## src/rtl/matrix_writer.sv

```systemverilog
// matrix_writer
//
// Streaming window writer. It accepts one 8-bit pixel per valid/ready handshake
// and stores it into a SIZE x SIZE matrix in raster order: x advances fastest,
// then y. When the last cell (SIZE-1, SIZE-1) is written, the window is marked
// complete. The writer then holds the matrix frozen until the consumer pulses
// window_consume. The output matrix is addressed out[x][y], which matches the
// indexed matrix reader downstream.
//
// Ports
//   clk            system clock, rising-edge active
//   rst            synchronous active-high reset; returns all state and out to zero
//   pix_in         pixel value offered this cycle
//   pix_valid      pix_in is valid this cycle
//   pix_ready      writer accepts a pixel this cycle (combinational, gated by clear)
//   clear          synchronous abort of the current fill; out is left untouched
//   window_consume one-cycle pulse: the consumer has taken the window
//   out            window matrix, out[x][y]
//   window_valid   out holds a complete window
//   cur_x, cur_y   cell that the next accepted pixel will be written to

module matrix_writer #(
  parameter int unsigned SIZE = 3  // legal range 2..15
) (
  input  logic                             clk,
  input  logic                             rst,
  input  logic [7:0]                       pix_in,
  input  logic                             pix_valid,
  output logic                             pix_ready,
  input  logic                             clear,
  input  logic                             window_consume,
  output logic [SIZE-1:0][SIZE-1:0][7:0]   out,
  output logic                             window_valid,
  output logic [3:0]                       cur_x,
  output logic [3:0]                       cur_y
);

  // Width of an index into one matrix dimension.
  localparam int unsigned IdxW = $clog2(SIZE);
  localparam logic [3:0]  Last = 4'(SIZE - 1);

  typedef enum logic [0:0] {
    StFill,
    StFull
  } state_e;

  state_e                           state_q, state_d;
  logic [3:0]                       cur_x_q, cur_x_d;
  logic [3:0]                       cur_y_q, cur_y_d;
  logic [SIZE-1:0][SIZE-1:0][7:0]   out_q, out_d;

  logic            accept;
  logic [IdxW-1:0] sel_x;
  logic [IdxW-1:0] sel_y;

  // pix_ready already excludes clear, so an accept can never coincide with an abort.
  assign pix_ready = (state_q == StFill) && !clear;
  assign accept    = pix_valid && pix_ready;

  // The counters never exceed SIZE-1, so the dropped upper bits are always zero.
  assign sel_x = cur_x_q[IdxW-1:0];
  assign sel_y = cur_y_q[IdxW-1:0];

  // Next-state logic for the FSM, the raster counters and the matrix.
  always_comb begin
    state_d = state_q;
    cur_x_d = cur_x_q;
    cur_y_d = cur_y_q;
    out_d   = out_q;

    if (clear) begin
      // Abort the fill. Keep the stale matrix; a new fill overwrites it in place.
      state_d = StFill;
      cur_x_d = '0;
      cur_y_d = '0;
    end else begin
      unique case (state_q)
        StFill: begin
          if (accept) begin
            out_d[sel_x][sel_y] = pix_in;
            if (cur_x_q == Last) begin
              cur_x_d = '0;
              if (cur_y_q == Last) begin
                cur_y_d = '0;
                state_d = StFull;
              end else begin
                cur_y_d = cur_y_q + 4'd1;
              end
            end else begin
              cur_x_d = cur_x_q + 4'd1;
            end
          end
        end
        StFull: begin
          if (window_consume) begin
            state_d = StFill;
          end
        end
        default: state_d = StFill;
      endcase
    end
  end

  always_ff @(posedge clk) begin
    if (rst) begin
      state_q <= StFill;
      cur_x_q <= '0;
      cur_y_q <= '0;
      out_q   <= '0;
    end else begin
      state_q <= state_d;
      cur_x_q <= cur_x_d;
      cur_y_q <= cur_y_d;
      out_q   <= out_d;
    end
  end

  // A window is complete exactly while the writer sits in FULL.
  assign window_valid = (state_q == StFull);
  assign out          = out_q;
  assign cur_x        = cur_x_q;
  assign cur_y        = cur_y_q;

endmodule

```

## config.mk

```make
export PLATFORM = sky130hd
export DESIGN_NAME = matrix_writer
export DESIGN_NICKNAME = d
export VERILOG_FILES = /design/src/rtl/matrix_writer.sv
export SDC_FILE = /design/constraint.sdc
export NUM_CORES = 1
export LEC_CHECK = 0
export ABC_CLOCK_PERIOD_IN_PS = 3610
export BUFFER_PORTS_ARGS = -buffer_cell sky130_fd_sc_hd__clkbuf_2
export CAP_MARGIN = 20
export CORE_MARGIN = 10
export CORE_UTILIZATION = 40
export CTS_CLUSTER_DIAMETER = 50
export CTS_CLUSTER_SIZE = 14
export DETAILED_ROUTE_END_ITERATION = 8
export PLACE_DENSITY = 0.61
export SLEW_MARGIN = 30
export SYNTH_ARGS = -nofsm -noshare
export SYNTH_HDL_FRONTEND = slang
export SYNTH_SLANG_ARGS = --single-unit
```

## constraint.sdc

```tcl
create_clock -name clk -period 3.61 [get_ports clk]
set_clock_uncertainty 0.15 [all_clocks]
set_input_delay 0.1805 -clock clk [delete_from_list [all_inputs] [get_ports clk]]
set_output_delay 0.1805 -clock clk [all_outputs]
set_load 0.02 [all_outputs]
```

After elaboration in Yosys (flattened, before gate mapping). Index checks and enable logic that the tools add are counted.

Add/subtract/negate cells: 2. $lt $le $gt $ge: 4. Eq/ne operators: 2. Muxes and demuxes: 12. Bitwise logic cells: 2. Reduce and logical (&&, ||, !) cells: 9.

Operator list (number): $bwmux 72 (1); $demux 24 s2 (1); $mux 24 (1); $demux 8 s2 (1); $add 4x1->4 const B (2); $eq 4x2->1 const B (2); $mux 4 (2); $mux 8 (1); $lt 2x3->1 const B (2); $reduce_and 3->1 (2); $ge 2x1->1 const B (2); $logic_and 1x1->1 (4); $mux 1 (4); $not 1->1 (2); $pmux 1 s2 (1); $reduce_and 2->1 (1); $reduce_or 2->1 (1); $logic_not 1->1 (1).

Bits in registers: 81. Input bits: 13. Output and inout port bits: 82. Logic and storage cells: 43.

Longest topological paths before layout. Gate-level depths: netlist of the first run.

Word-level depth: 7. Depth in mapped cells: 5. Depth with buffers taken out: 3.

Least setup slack after synthesis of the first run. No wires, ideal clock.

Path kind: reg-to-reg. Start: register cur_x_q[1], in the netlist cur_x[1]. End: register cur_y_q[0], in the netlist cur_y[0]. Library setup time: 0.086 ns. Arrival: 1.603 ns. Required time: 3.374 ns. Setup slack: 1.771 ns. Cell stages (with the launch flop): 5. Path buffers: 1. Period minus slack after synthesis: 1.839 ns. Cells stage by stage: dfxtp_1 buf_4 or4b_4 or3_1 a221oi_2.

Longest elaborated chain between the ends: 2.

RTL lines: from (decl) (line 48) `logic [3:0] cur_x_q, cur_x_d;`; from (signal assigned) (line 112) `cur_x_q <= cur_x_d;`; $eq 4x2->1 (line 81) `if (cur_x_q == Last) begin`; $reduce_and 3->1 (no source line); to (signal assigned) (line 113) `cur_y_q <= cur_y_d;`; to (decl) (line 49) `logic [3:0] cur_y_q, cur_y_d;`.

Every way passes these cells. A chain may end at the register's enable or synchronous reset.

Final worst setup path of the first run.
Start: register cur_y_q[1], in the netlist cur_y[1]. End: register out_q (netlist bit out[64]).

Longest elaborated chain between the ends: 7. Elaborated cells on any way between the ends: 8. Those cells by class: order compare: 2; mux: 5; reduce/logical: 1.

RTL lines: $lt 2x3->1 (implied by the code) / $ge 2x1->1 (equally long branches) (line 80) `out_d[sel_x][sel_y] = pix_in;`; $logic_and 1x1->1 (implied by the code) (line 80); $mux 8 (implied by the code) (line 80); $demux 8 s2 * (line 80); $mux 24 (implied by the code) * (line 80); $demux 24 s2 * (line 80); $bwmux 72 * (line 80); to (signal assigned) (line 114) `out_q <= out_d;`; to (decl) (line 50) `logic [SIZE-1:0][SIZE-1:0][7:0] out_q, out_d;`.

Every way passes the cells marked *; elsewhere a longest branch is shown, timed or not.

==> run_summary.xml, run 1 <==
<?xml version="1.0" encoding="UTF-8"?>
<metrics>
  <group name="outcome">
    <metric name="run_status" unit="">finished, final reports clean</metric>
  </group>
  <group name="synthesis">
    <metric name="ys_dominant_reg_cell" unit="">sky130_fd_sc_hd__dfxtp_1</metric>
    <metric name="yosysUniqueCellTypes" unit="">29</metric>
    <metric name="synth_top_area_frac" unit="">0.488</metric>
    <metric name="post_synth.cell_area_avg" unit="um^2">10.6</metric>
    <metric name="async_sr_flop_fraction" unit="">0</metric>
    <metric name="synth_top_cell_by_area" unit="">sky130_fd_sc_hd__dfxtp_1</metric>
    <metric name="yosysWarningCount" unit="">0</metric>
    <metric name="synth_fp_nets" unit="">327</metric>
    <metric name="mappedNetlistArea" unit="um^2">3320</metric>
    <metric name="synthTopCellsByArea" unit="">sky130_fd_sc_hd__dfxtp_1 49%, sky130_fd_sc_hd__mux2i_1 22%, sky130_fd_sc_hd__nand2b_1 15%, sky130_fd_sc_hd__clkbuf_1 1.6%, sky130_fd_sc_hd__nand3_1 1.4%</metric>
    <metric name="synth_enable_flop_cells" unit="">0</metric>
    <metric name="yosysSeqAreaShare" unit="">0.488</metric>
    <metric name="synth.top_cells.by_count" unit="">81 x sky130_fd_sc_hd__dfxtp_1, 81 x sky130_fd_sc_hd__nand2b_1, 74 x sky130_fd_sc_hd__mux2i_1</metric>
    <metric name="post_synth_inst_count" unit="">314</metric>
    <metric name="synth_seq_cells" unit="">81</metric>
  </group>
  <group name="floorplan">
    <metric name="die_height" unit="um">111</metric>
    <metric name="die_width" unit="um">111</metric>
    <metric name="die_area" unit="um^2">12300</metric>
    <metric name="pin_count" unit="">95</metric>
    <metric name="initial_utilization" unit="">0.408</metric>
    <metric name="fp-row-count" unit="">33</metric>
    <metric name="coreArea" unit="um^2">8130</metric>
  </group>
  <group name="placement">
    <metric name="routabilityCongestion" unit="">0.736</metric>
    <metric name="preCtsSetupSlack" unit="ns">1.66</metric>
    <metric name="io_buffers" unit="">94</metric>
    <metric name="detailedPlacementHpwl" unit="um">6230</metric>
  </group>
  <group name="sta">
    <metric name="final_critical_path_setup_slack" unit="ns">1.66</metric>
    <metric name="final.setup.tns" unit="ns">0</metric>
    <metric name="timing.fmax" unit="MHz">512</metric>
    <metric name="rsz0062_at_grt" unit="">no</metric>
    <metric name="slew_headroom" unit="">0.404</metric>
    <metric name="final-max-slew-violation-count" unit="">0</metric>
    <metric name="report.final.setup_viol" unit="">0</metric>
    <metric name="finalHoldViolations" unit="">0</metric>
    <metric name="timing_worst_slew_pin_value" unit="ns">0.895</metric>
    <metric name="fin_crit_sh" unit="">0.541</metric>
    <metric name="clock_period_minus_worst_slack" unit="ns">1.95</metric>
  </group>
  <group name="cts">
    <metric name="clockBufferDepth" unit="">2</metric>
    <metric name="tritoncts.num_buffers" unit="">9</metric>
    <metric name="cts.reportedPaths.clkPinSlew" unit="ns">0.08</metric>
    <metric name="clockRootBuffer" unit="">sky130_fd_sc_hd__clkbuf_8</metric>
    <metric name="clock_latency" unit="ns">0.35</metric>
    <metric name="cts-htree-levels" unit="">3</metric>
    <metric name="cts_resized" unit="">0</metric>
    <metric name="cts_tree" unit="">yes</metric>
    <metric name="clock_sinks" unit="">81</metric>
  </group>
  <group name="detailed_routing">
    <metric name="drtPass1Iterations" unit="">4</metric>
    <metric name="vias_cell" unit="">4.87</metric>
    <metric name="final_antenna_net_count" unit="">0</metric>
    <metric name="route.vias.total" unit="">2474</metric>
    <metric name="finalWirelength" unit="um">8740</metric>
    <metric name="route.detailed.drc" unit="">0</metric>
    <metric name="first_iter_violations" unit="">95</metric>
    <metric name="wl_per_cell" unit="um">17.2</metric>
  </group>
  <group name="critical_path">
    <metric name="worst_r2r_endpoint" unit="">out[64]$_SDFFE_PP0P_</metric>
    <metric name="arrival" unit="ns">2.07</metric>
    <metric name="regToRegStartpoint" unit="">cur_y[1]$_SDFFE_PP0P_</metric>
    <metric name="timing.critical_path.required" unit="ns">3.73</metric>
    <metric name="cp_max_fo" unit="">8</metric>
    <metric name="setup.worst_path.end_class" unit="">flip-flop</metric>
    <metric name="worst-r2r-cell-count" unit="">3</metric>
    <metric name="criticalPathCategory" unit="">reg -&gt; reg</metric>
    <metric name="cp-start-kind" unit="">flip-flop</metric>
    <metric name="setup_slack_of_the_worst_register_to_register_path" unit="ns">1.66</metric>
  </group>
  <group name="global_route">
    <metric name="grt_max_degree" unit="">58</metric>
    <metric name="grt_use_met3" unit="">0.0579</metric>
    <metric name="globalRoute.busiestLayer" unit="">met2</metric>
    <metric name="grt.met2_usage" unit="">0.222</metric>
    <metric name="met1_demand_to_capacity_share_in_global_routing" unit="">0.171</metric>
    <metric name="antenna_violations_before_repair" unit="">0</metric>
    <metric name="grt_pass1_vias" unit="">2569</metric>
    <metric name="grt.overflow.total" unit="">0</metric>
    <metric name="grt.total_usage" unit="">0.139</metric>
    <metric name="grt_pass1_wl" unit="um">14000</metric>
  </group>
  <group name="layout">
    <metric name="drive_above_1_share" unit="">0.298</metric>
    <metric name="fillers" unit="">761</metric>
    <metric name="count_of_nets_after_finishing" unit="">411</metric>
    <metric name="area_growth_from_synthesis_to_layout" unit="%">21.5</metric>
    <metric name="antennaDiodeCount" unit="">0</metric>
  </group>
  <group name="power">
    <metric name="power.density_cell_area" unit="nW/um^2">399</metric>
    <metric name="ir_worst_vdd" unit="uV">211</metric>
    <metric name="p_leak" unit="nW">2.05</metric>
  </group>
  <group name="worst_hold_path">
    <metric name="hold_class" unit="">in -&gt; reg</metric>
    <metric name="worst_hold_path_stage_count" unit="">3</metric>
    <metric name="worst_hold_startpoint" unit="">clear</metric>
    <metric name="hold-path-endpoint" unit="">cur_y[3]$_SDFFE_PP0P_</metric>
  </group>
  <group name="run">
    <metric name="timing.max_cap.violations" unit="">0</metric>
  </group>
</metrics>
[layer usage]
metal | up-vias | part of all wire
met5 | - | 0
met4 | 0 | 0.0068
met3 | 6 | 0.065
met2 | 64 | 0.46
met1 | 1174 | 0.47
li1 | 1230 | -
[where the power goes]
| part | switching [mW] | leakage [nW] | internal, mW |
|---|---|---|---|
| Combinational | 0.0536 | 1.31 | 0.0355 |
| Clock | 0.332 | 0.0846 | 0.287 |
| Sequential | 0.00473 | 0.653 | 0.898 |
| Total | 0.390 | 2.05 | 1.22 |
[metrics by stage]
stage | hold slack (ns) | util | total power [mW] | area, um^2 | instances
3_3_place_gp | 0.299 | 0.472 | 1.01 | 3840 | 491
6_report | 0.0648 | 0.496 | 1.61 | 4030 | 508
5_1_grt | 0.101 | 0.496 | 1.67 | 4030 | 508
2_1_floorplan | 0.208 | - | 0.985 | 3320 | 314
3_5_place_dp | 0.304 | 0.472 | 1.01 | 3840 | 491
4_1_cts | 0.0551 | 0.496 | 1.63 | 4030 | 508
[state kept, by name, summed over array words and instances, names as in the netlist]
name	cells
cur_x	4
out	72
cur_y	4
window_valid	1
[worst max-delay path: stages (launching register included)]
cell and delay, ns:
sky130_fd_sc_hd__dfxtp_1 0.44, sky130_fd_sc_hd__nor2b_1 0.45, sky130_fd_sc_hd__nand3_1 0.53, sky130_fd_sc_hd__mux2i_1 0.31
[layout by cell type, fill, tap and decap left out, types with 3 or more instances in the layout]
| cell | instances |
|---|---|
| sky130_fd_sc_hd__a21oi_1 | 4 |
| sky130_fd_sc_hd__clkbuf_2 | 94 |
| sky130_fd_sc_hd__clkbuf_8 | 11 |
| sky130_fd_sc_hd__clkinvlp_4 | 3 |
| sky130_fd_sc_hd__dfxtp_1 | 81 |
| sky130_fd_sc_hd__mux2i_1 | 74 |
| sky130_fd_sc_hd__nand2_1 | 4 |
| sky130_fd_sc_hd__nand2b_1 | 81 |
| sky130_fd_sc_hd__nand3_1 | 9 |
| sky130_fd_sc_hd__nand3_2 | 3 |
| sky130_fd_sc_hd__nand4_1 | 3 |
| sky130_fd_sc_hd__nor2_1 | 5 |
| sky130_fd_sc_hd__nor2b_1 | 3 |
| sky130_fd_sc_hd__o21ai_0 | 3 |
| sky130_fd_sc_hd__or3_1 | 6 |
[final cells by class]
class,instances,area [um^2],share of cell area
Clock buffer,12,155,0.0385
Clock inverter,4,27.5,0.00682
Multi-Input combinational cell,209,1600,0.397
Sequential cell,81,1620,0.402
Tap cell,105,131,0.0326
Timing Repair Buffer,97,495,0.123
[kinds of logic after synthesis]
kind of cell / share of synthesized area
simple gates: 0.230
flops: 0.488
mux: 0.223
buf+inv: 0.0305
compound gates: 0.0283
[worst max path at each step]
stage	from	end	slack [ns]	cells past startpoint
after floorplan	cur_x[1]$_SDFFE_PP0P_	cur_y[0]$_SDFFE_PP0P_	1.77	4
after global placement	cur_y[1]$_SDFFE_PP0P_	out[20]$_SDFFE_PP0P_	1.64	3
after detailed placement	cur_y[1]$_SDFFE_PP0P_	out[20]$_SDFFE_PP0P_	1.66	3
after CTS	cur_y[1]$_SDFFE_PP0P_	out[17]$_SDFFE_PP0P_	1.65	3
after global routing	cur_y[1]$_SDFFE_PP0P_	out[64]$_SDFFE_PP0P_	1.49	3
final	cur_y[1]$_SDFFE_PP0P_	out[64]$_SDFFE_PP0P_	1.66	3
[what timing repair did]
| action | in CTS | in global routing |
|---|---|---|
| hold buffers | 1 | 0 |
| hold endpoints to repair | 1 | 0 |
| setup buffers | 0 | 0 |
Note: power is estimated with default switching activity, not from simulation.
==> inputs of run 2 (changes only) <==
- ABC_CLOCK_PERIOD_IN_PS: 3610 -> 2050
- clock period: 3.61 -> 2.05 ns (I/O delays scaled with it)
==> run_summary.xml, run 2 (same netlist as run 1, synthesis figures left out) <==
<?xml version="1.0" encoding="UTF-8"?>
<metrics>
  <group name="outcome">
    <metric name="run_status" unit="">finished, final reports clean</metric>
  </group>
  <group name="placement">
    <metric name="routabilityCongestion" unit="">0.814</metric>
    <metric name="numPlacedInstances" unit="">496</metric>
    <metric name="detailedPlacementHpwl" unit="um">6150</metric>
    <metric name="io_buffers" unit="">94</metric>
    <metric name="postPlaceCellArea" unit="um^2">3880</metric>
  </group>
  <group name="floorplan">
    <metric name="initial_utilization" unit="">0.408</metric>
    <metric name="pin_count" unit="">95</metric>
    <metric name="die_width" unit="um">111</metric>
    <metric name="die_area" unit="um^2">12300</metric>
    <metric name="fp-row-count" unit="">33</metric>
    <metric name="coreArea" unit="um^2">8130</metric>
    <metric name="die_height" unit="um">111</metric>
  </group>
  <group name="worst_hold_path">
    <metric name="hold_class" unit="">in -&gt; reg</metric>
  </group>
  <group name="sta">
    <metric name="rsz0062_at_grt" unit="">no</metric>
    <metric name="clock_period_minus_worst_slack" unit="ns">1.82</metric>
    <metric name="timing_worst_slew_pin_value" unit="ns">0.562</metric>
    <metric name="report.final.setup_viol" unit="">0</metric>
    <metric name="fin_crit_sh" unit="">0.887</metric>
    <metric name="timing.fmax" unit="MHz">550</metric>
    <metric name="final.setup.tns" unit="ns">0</metric>
    <metric name="slew_headroom" unit="">0.626</metric>
    <metric name="final-max-slew-violation-count" unit="">0</metric>
    <metric name="finalHoldViolations" unit="">0</metric>
  </group>
  <group name="critical_path">
    <metric name="worst_path_max_delay_cell" unit="">sky130_fd_sc_hd__or4b_4</metric>
    <metric name="criticalPathCategory" unit="">reg -&gt; reg</metric>
    <metric name="critPathMaxStageDelay" unit="ns">0.53</metric>
    <metric name="setup.worst_path.end_class" unit="">flip-flop</metric>
    <metric name="setup_slack_of_the_worst_register_to_register_path" unit="ns">0.23</metric>
    <metric name="critical_path.cell_chain" unit="">or4b_4 &gt; or3_1 &gt; a221oi_2</metric>
    <metric name="timing.critical_path.required" unit="ns">2.17</metric>
    <metric name="cp_max_fo" unit="">10</metric>
    <metric name="cp-start-kind" unit="">flip-flop</metric>
    <metric name="arrival" unit="ns">1.94</metric>
  </group>
  <group name="cts">
    <metric name="cts_resized" unit="">0</metric>
    <metric name="clock_latency" unit="ns">0.35</metric>
    <metric name="cts_tree" unit="">yes</metric>
    <metric name="clockRootBuffer" unit="">sky130_fd_sc_hd__clkbuf_8</metric>
    <metric name="cts.reportedPaths.clkPinSlew" unit="ns">0.08</metric>
    <metric name="cts-htree-levels" unit="">3</metric>
    <metric name="clockBufferDepth" unit="">2</metric>
    <metric name="clock_sinks" unit="">81</metric>
    <metric name="tritoncts.num_buffers" unit="">9</metric>
  </group>
  <group name="detailed_routing">
    <metric name="drtPass1Iterations" unit="">4</metric>
    <metric name="met3_length" unit="um">485</metric>
    <metric name="finalWirelength" unit="um">8820</metric>
    <metric name="route.detailed.drc" unit="">0</metric>
    <metric name="final_antenna_net_count" unit="">0</metric>
    <metric name="route.vias.total" unit="">2487</metric>
    <metric name="detail_route.wirelength.met1" unit="um">4090</metric>
    <metric name="met2RoutedLength" unit="um">4170</metric>
    <metric name="vias_cell" unit="">4.85</metric>
    <metric name="wl_per_cell" unit="um">17.2</metric>
    <metric name="top_signal_layer_used" unit="">met4</metric>
    <metric name="first_iter_violations" unit="">97</metric>
  </group>
  <group name="power">
    <metric name="power.density_cell_area" unit="nW/um^2">733</metric>
    <metric name="internal-power" unit="mW">2.33</metric>
    <metric name="pwr-share-seq" unit="">0.528</metric>
    <metric name="netSwitchingPower" unit="mW">0.681</metric>
    <metric name="power.clock.fraction" unit="">0.417</metric>
    <metric name="totalPowerFinal" unit="mW">3.01</metric>
    <metric name="ir_worst_vdd" unit="uV">342</metric>
    <metric name="power.share.combinational" unit="">0.055</metric>
    <metric name="p_leak" unit="nW">2.10</metric>
    <metric name="switching_share" unit="">0.226</metric>
  </group>
  <group name="layout">
    <metric name="drive_above_1_share" unit="">0.304</metric>
    <metric name="final-instance-count-excl-fill" unit="">513</metric>
    <metric name="count_of_nets_after_finishing" unit="">417</metric>
    <metric name="layout.core_utilization" unit="">0.505</metric>
    <metric name="layout.cells.most_common" unit="">sky130_fd_sc_hd__clkbuf_2</metric>
    <metric name="layout.cell_area.non_filler" unit="um^2">4110</metric>
    <metric name="antennaDiodeCount" unit="">0</metric>
    <metric name="layout_common_cells" unit="">94 x sky130_fd_sc_hd__clkbuf_2, 81 x sky130_fd_sc_hd__nand2b_1, 81 x sky130_fd_sc_hd__dfxtp_1</metric>
    <metric name="largest_register_ff_count" unit="">72</metric>
    <metric name="area_growth_from_synthesis_to_layout" unit="%">23.7</metric>
  </group>
  <group name="global_route">
    <metric name="grt.overflow.total" unit="">0</metric>
    <metric name="antenna_violations_before_repair" unit="">0</metric>
    <metric name="grt_pass1_vias" unit="">2615</metric>
    <metric name="grt_pass1_wl" unit="um">14200</metric>
    <metric name="grt.total_usage" unit="">0.141</metric>
    <metric name="grt_max_degree" unit="">50</metric>
  </group>
  <group name="run">
    <metric name="timing.max_cap.violations" unit="">0</metric>
  </group>
</metrics>
[run 2: per-layer routing]
metal  vias to the layer above  global-route usage
met5                         -                   0
met4                         0              0.0386
met3                         7              0.0476
met2                        58               0.233
met1                      1183               0.170
li1                       1239                   -
[run 2: power groups by stage]
stage                     clock network, mW  registers [mW]  logic, mW
after floorplan                           0            1.64     0.0965
after global placement                    0            1.63      0.164
after detailed placement                  0            1.63      0.164
after CTS                              1.28            1.59      0.168
after global routing                   1.36            1.59      0.179
final                                  1.26            1.59      0.164
[run 2: final cells by class]
type | instances | area (um^2)
clock buffer | 10 | 128
clock inverter | 5 | 81.3
tap | 105 | 131
sequential | 81 | 1620
timing repair buffer | 103 | 543
multi-input combinational | 209 | 1600
fill | 783 | 4030
[run 2: worst paths after layout]
kind / startpoint / endpoint / cells after the start
max: cur_x[1]$_SDFFE_PP0P_ / cur_y[0]$_SDFFE_PP0P_ / 3
min reg2reg: out[54]$_SDFFE_PP0P_ / out[54]$_SDFFE_PP0P_ / 2
max reg2reg: cur_x[1]$_SDFFE_PP0P_ / cur_y[0]$_SDFFE_PP0P_ / 3
min: pix_in[5] / out[13]$_SDFFE_PP0P_ / 4
[run 2: through the flow]
step	setup slack (ns)	hold slack, ns
2_1_floorplan	0.211	0.130
3_3_place_gp	0.325	0.223
3_5_place_dp	0.270	0.223
4_1_cts	0.244	0.0568
5_1_grt	0.0808	0.0812
6_report	0.231	0.0641
[run 2: repair_timing]
| action | 4_1_cts | 5_1_grt |
|---|---|---|
| hold buffers | 2 | 0 |
| hold endpoints to repair | 4 | 0 |
| setup buffers | 0 | 0 |
| endpoints found under the setup margin | 0 | 0 |
[run 2: worst max-delay path, delay by kind of cell, from the launching register on]
family / cells / cell delay (ns)
simple gates: 2 / 0.88
flops: 1 / 0.48
compound gates: 1 / 0.23
==> inputs of run 3 (changes only) <==
- ABC_CLOCK_PERIOD_IN_PS: 2050 -> 2200
- clock period: 2.05 -> 2.2 ns (I/O delays scaled with it)
==> run_summary.xml, run 3 (same netlist as run 1, synthesis figures left out) <==
<?xml version="1.0" encoding="UTF-8"?>
<metrics>
  <group name="sta">
    <metric name="timing_worst_slew_pin_value" unit="ns">0.624</metric>
    <metric name="clock_period_minus_worst_slack" unit="ns">1.88</metric>
    <metric name="fin_crit_sh" unit="">0.853</metric>
    <metric name="final-max-slew-violation-count" unit="">0</metric>
    <metric name="rsz0062_at_grt" unit="">no</metric>
    <metric name="final.setup.tns" unit="ns">0</metric>
    <metric name="timing.fmax" unit="MHz">533</metric>
    <metric name="slew_headroom" unit="">0.584</metric>
    <metric name="finalHoldViolations" unit="">0</metric>
    <metric name="report.final.setup_viol" unit="">0</metric>
  </group>
  <group name="critical_path">
    <metric name="kind_of_cell_adding_the_most_delay_to_the_critical_path" unit="">simple AND/OR/NAND/NOR gates</metric>
    <metric name="cp-start-kind" unit="">flip-flop</metric>
    <metric name="cp_num_buf_inv" unit="">0</metric>
    <metric name="criticalPathCategory" unit="">reg -&gt; reg</metric>
    <metric name="cp_max_fo" unit="">8</metric>
    <metric name="arrival" unit="ns">1.95</metric>
    <metric name="critPathMaxStageDelay" unit="ns">0.50</metric>
    <metric name="worst_path_max_delay_cell" unit="">sky130_fd_sc_hd__nand3_1</metric>
    <metric name="critical_path.cell_chain" unit="">nor2b_1 &gt; nand3_1 &gt; mux2i_1</metric>
    <metric name="setup.worst_path.end_class" unit="">flip-flop</metric>
    <metric name="timing.critical_path.required" unit="ns">2.27</metric>
  </group>
  <group name="placement">
    <metric name="routabilityCongestion" unit="">0.778</metric>
    <metric name="detailedPlacementHpwl" unit="um">6020</metric>
    <metric name="io_buffers" unit="">94</metric>
  </group>
  <group name="floorplan">
    <metric name="die_height" unit="um">111</metric>
    <metric name="die_area" unit="um^2">12300</metric>
    <metric name="die_width" unit="um">111</metric>
    <metric name="coreArea" unit="um^2">8130</metric>
    <metric name="fp-row-count" unit="">33</metric>
    <metric name="pin_count" unit="">95</metric>
    <metric name="initial_utilization" unit="">0.408</metric>
  </group>
  <group name="layout">
    <metric name="area_occupied_by_registers" unit="um^2">1620</metric>
    <metric name="antennaDiodeCount" unit="">0</metric>
    <metric name="fillers" unit="">778</metric>
    <metric name="drive_above_1_share" unit="">0.300</metric>
    <metric name="area_growth_from_synthesis_to_layout" unit="%">23.4</metric>
    <metric name="largest_register_ff_count" unit="">72</metric>
    <metric name="layout.cells.most_common" unit="">sky130_fd_sc_hd__clkbuf_2</metric>
    <metric name="multi_input_comb_area" unit="um^2">1600</metric>
    <metric name="count_of_nets_after_finishing" unit="">412</metric>
    <metric name="layout_common_cells" unit="">94 x sky130_fd_sc_hd__clkbuf_2, 81 x sky130_fd_sc_hd__nand2b_1, 81 x sky130_fd_sc_hd__dfxtp_1</metric>
  </group>
  <group name="detailed_routing">
    <metric name="route.vias.total" unit="">2495</metric>
    <metric name="finalWirelength" unit="um">8650</metric>
    <metric name="final_antenna_net_count" unit="">0</metric>
    <metric name="route.detailed.drc" unit="">0</metric>
    <metric name="first_iter_violations" unit="">98</metric>
    <metric name="drtPass1Iterations" unit="">4</metric>
    <metric name="vias_cell" unit="">4.90</metric>
    <metric name="wl_per_cell" unit="um">17.0</metric>
  </group>
  <group name="cts">
    <metric name="cts_tree" unit="">yes</metric>
    <metric name="cts.reportedPaths.clkPinSlew" unit="ns">0.09</metric>
    <metric name="tritoncts.num_buffers" unit="">9</metric>
    <metric name="clockBufferDepth" unit="">2</metric>
    <metric name="clock_latency" unit="ns">0.36</metric>
    <metric name="cts-htree-levels" unit="">3</metric>
    <metric name="clock_sinks" unit="">81</metric>
    <metric name="clockRootBuffer" unit="">sky130_fd_sc_hd__clkbuf_8</metric>
  </group>
  <group name="global_route">
    <metric name="grt.overflow.total" unit="">0</metric>
    <metric name="grt.total_usage" unit="">0.139</metric>
    <metric name="grt_max_degree" unit="">50</metric>
    <metric name="grt_pass1_vias" unit="">2512</metric>
    <metric name="antenna_violations_before_repair" unit="">0</metric>
    <metric name="grt_pass1_wl" unit="um">14000</metric>
  </group>
  <group name="power">
    <metric name="totalPowerFinal" unit="mW">2.89</metric>
    <metric name="p_leak" unit="nW">2.09</metric>
    <metric name="power.density_cell_area" unit="nW/um^2">705</metric>
    <metric name="ir_worst_vdd" unit="uV">436</metric>
  </group>
  <group name="worst_hold_path">
    <metric name="hold_class" unit="">in -&gt; reg</metric>
  </group>
  <group name="outcome">
    <metric name="run_status" unit="">finished, final reports clean</metric>
  </group>
  <group name="run">
    <metric name="timing.max_cap.violations" unit="">0</metric>
  </group>
</metrics>
[run 3: cell types whose count changed in the layout (fill, tap and decap cells not counted), sizes merged]
cell	change
buf	-5
clkinvlp	-1
inv	+2
[run 3: path summary, 6_finish.rpt]
check / start / end / slack [ns] / cells after the start
worst max-delay path: cur_y[1]$_SDFFE_PP0P_ / out[68]$_SDFFE_PP0P_ / 0.32 / 3
worst min-delay path: pix_in[7] / out[63]$_SDFFE_PP0P_ / 0.12 / 3
worst max register to register: cur_y[1]$_SDFFE_PP0P_ / out[68]$_SDFFE_PP0P_ / 0.32 / 3
worst min register to register: out[51]$_SDFFE_PP0P_ / out[51]$_SDFFE_PP0P_ / 0.33 / 2
[run 3: what timing repair did]
action	in CTS	in global routing
hold buffers	2	0
hold endpoints to repair	4	0
resized for setup	0	0
setup buffers	0	0
[run 3: worst reg2reg max path, stage by stage, from the launching register on]
cell,delay (ns)
sky130_fd_sc_hd__dfxtp_1,0.44
sky130_fd_sc_hd__nor2b_1,0.42
sky130_fd_sc_hd__nand3_1,0.51
sky130_fd_sc_hd__mux2i_1,0.24
[run 3: final cells by class]
class,instances,area share
Sequential cell,81,0.396
Multi-Input combinational cell,209,0.391
Timing Repair Buffer,98,0.123
Clock buffer,10,0.0336
Tap cell,105,0.0321
Clock inverter,6,0.0238
[run 3: power breakdown]
group          leakage (nW)  switching [mW]  internal (mW)
Sequential            0.653         0.00715           1.47
Combinational          1.32          0.0905         0.0589
Clock                 0.119           0.570          0.686
Total                  2.09           0.667           2.22
[run 3: metrics by stage]
step                utilization  area [um^2]  hold WS (ns)  cells  setup WS (ns)
floorplan                     -         3320         0.137    314          0.361
global placement          0.472         3840         0.238    491          0.431
detailed placement        0.472         3840         0.239    491          0.373
CTS                       0.504         4100         0.138    509          0.340
global route              0.504         4100         0.154    509          0.201
finish                    0.504         4100         0.124    509          0.323
[run 3: metal layers]
metal	up-vias	track usage	part of all wire
met5	-	0	0
met4	0	0.0411	0.011
met3	9	0.0492	0.073
met2	83	0.224	0.47
met1	1171	0.169	0.45
li1	1232	-	-
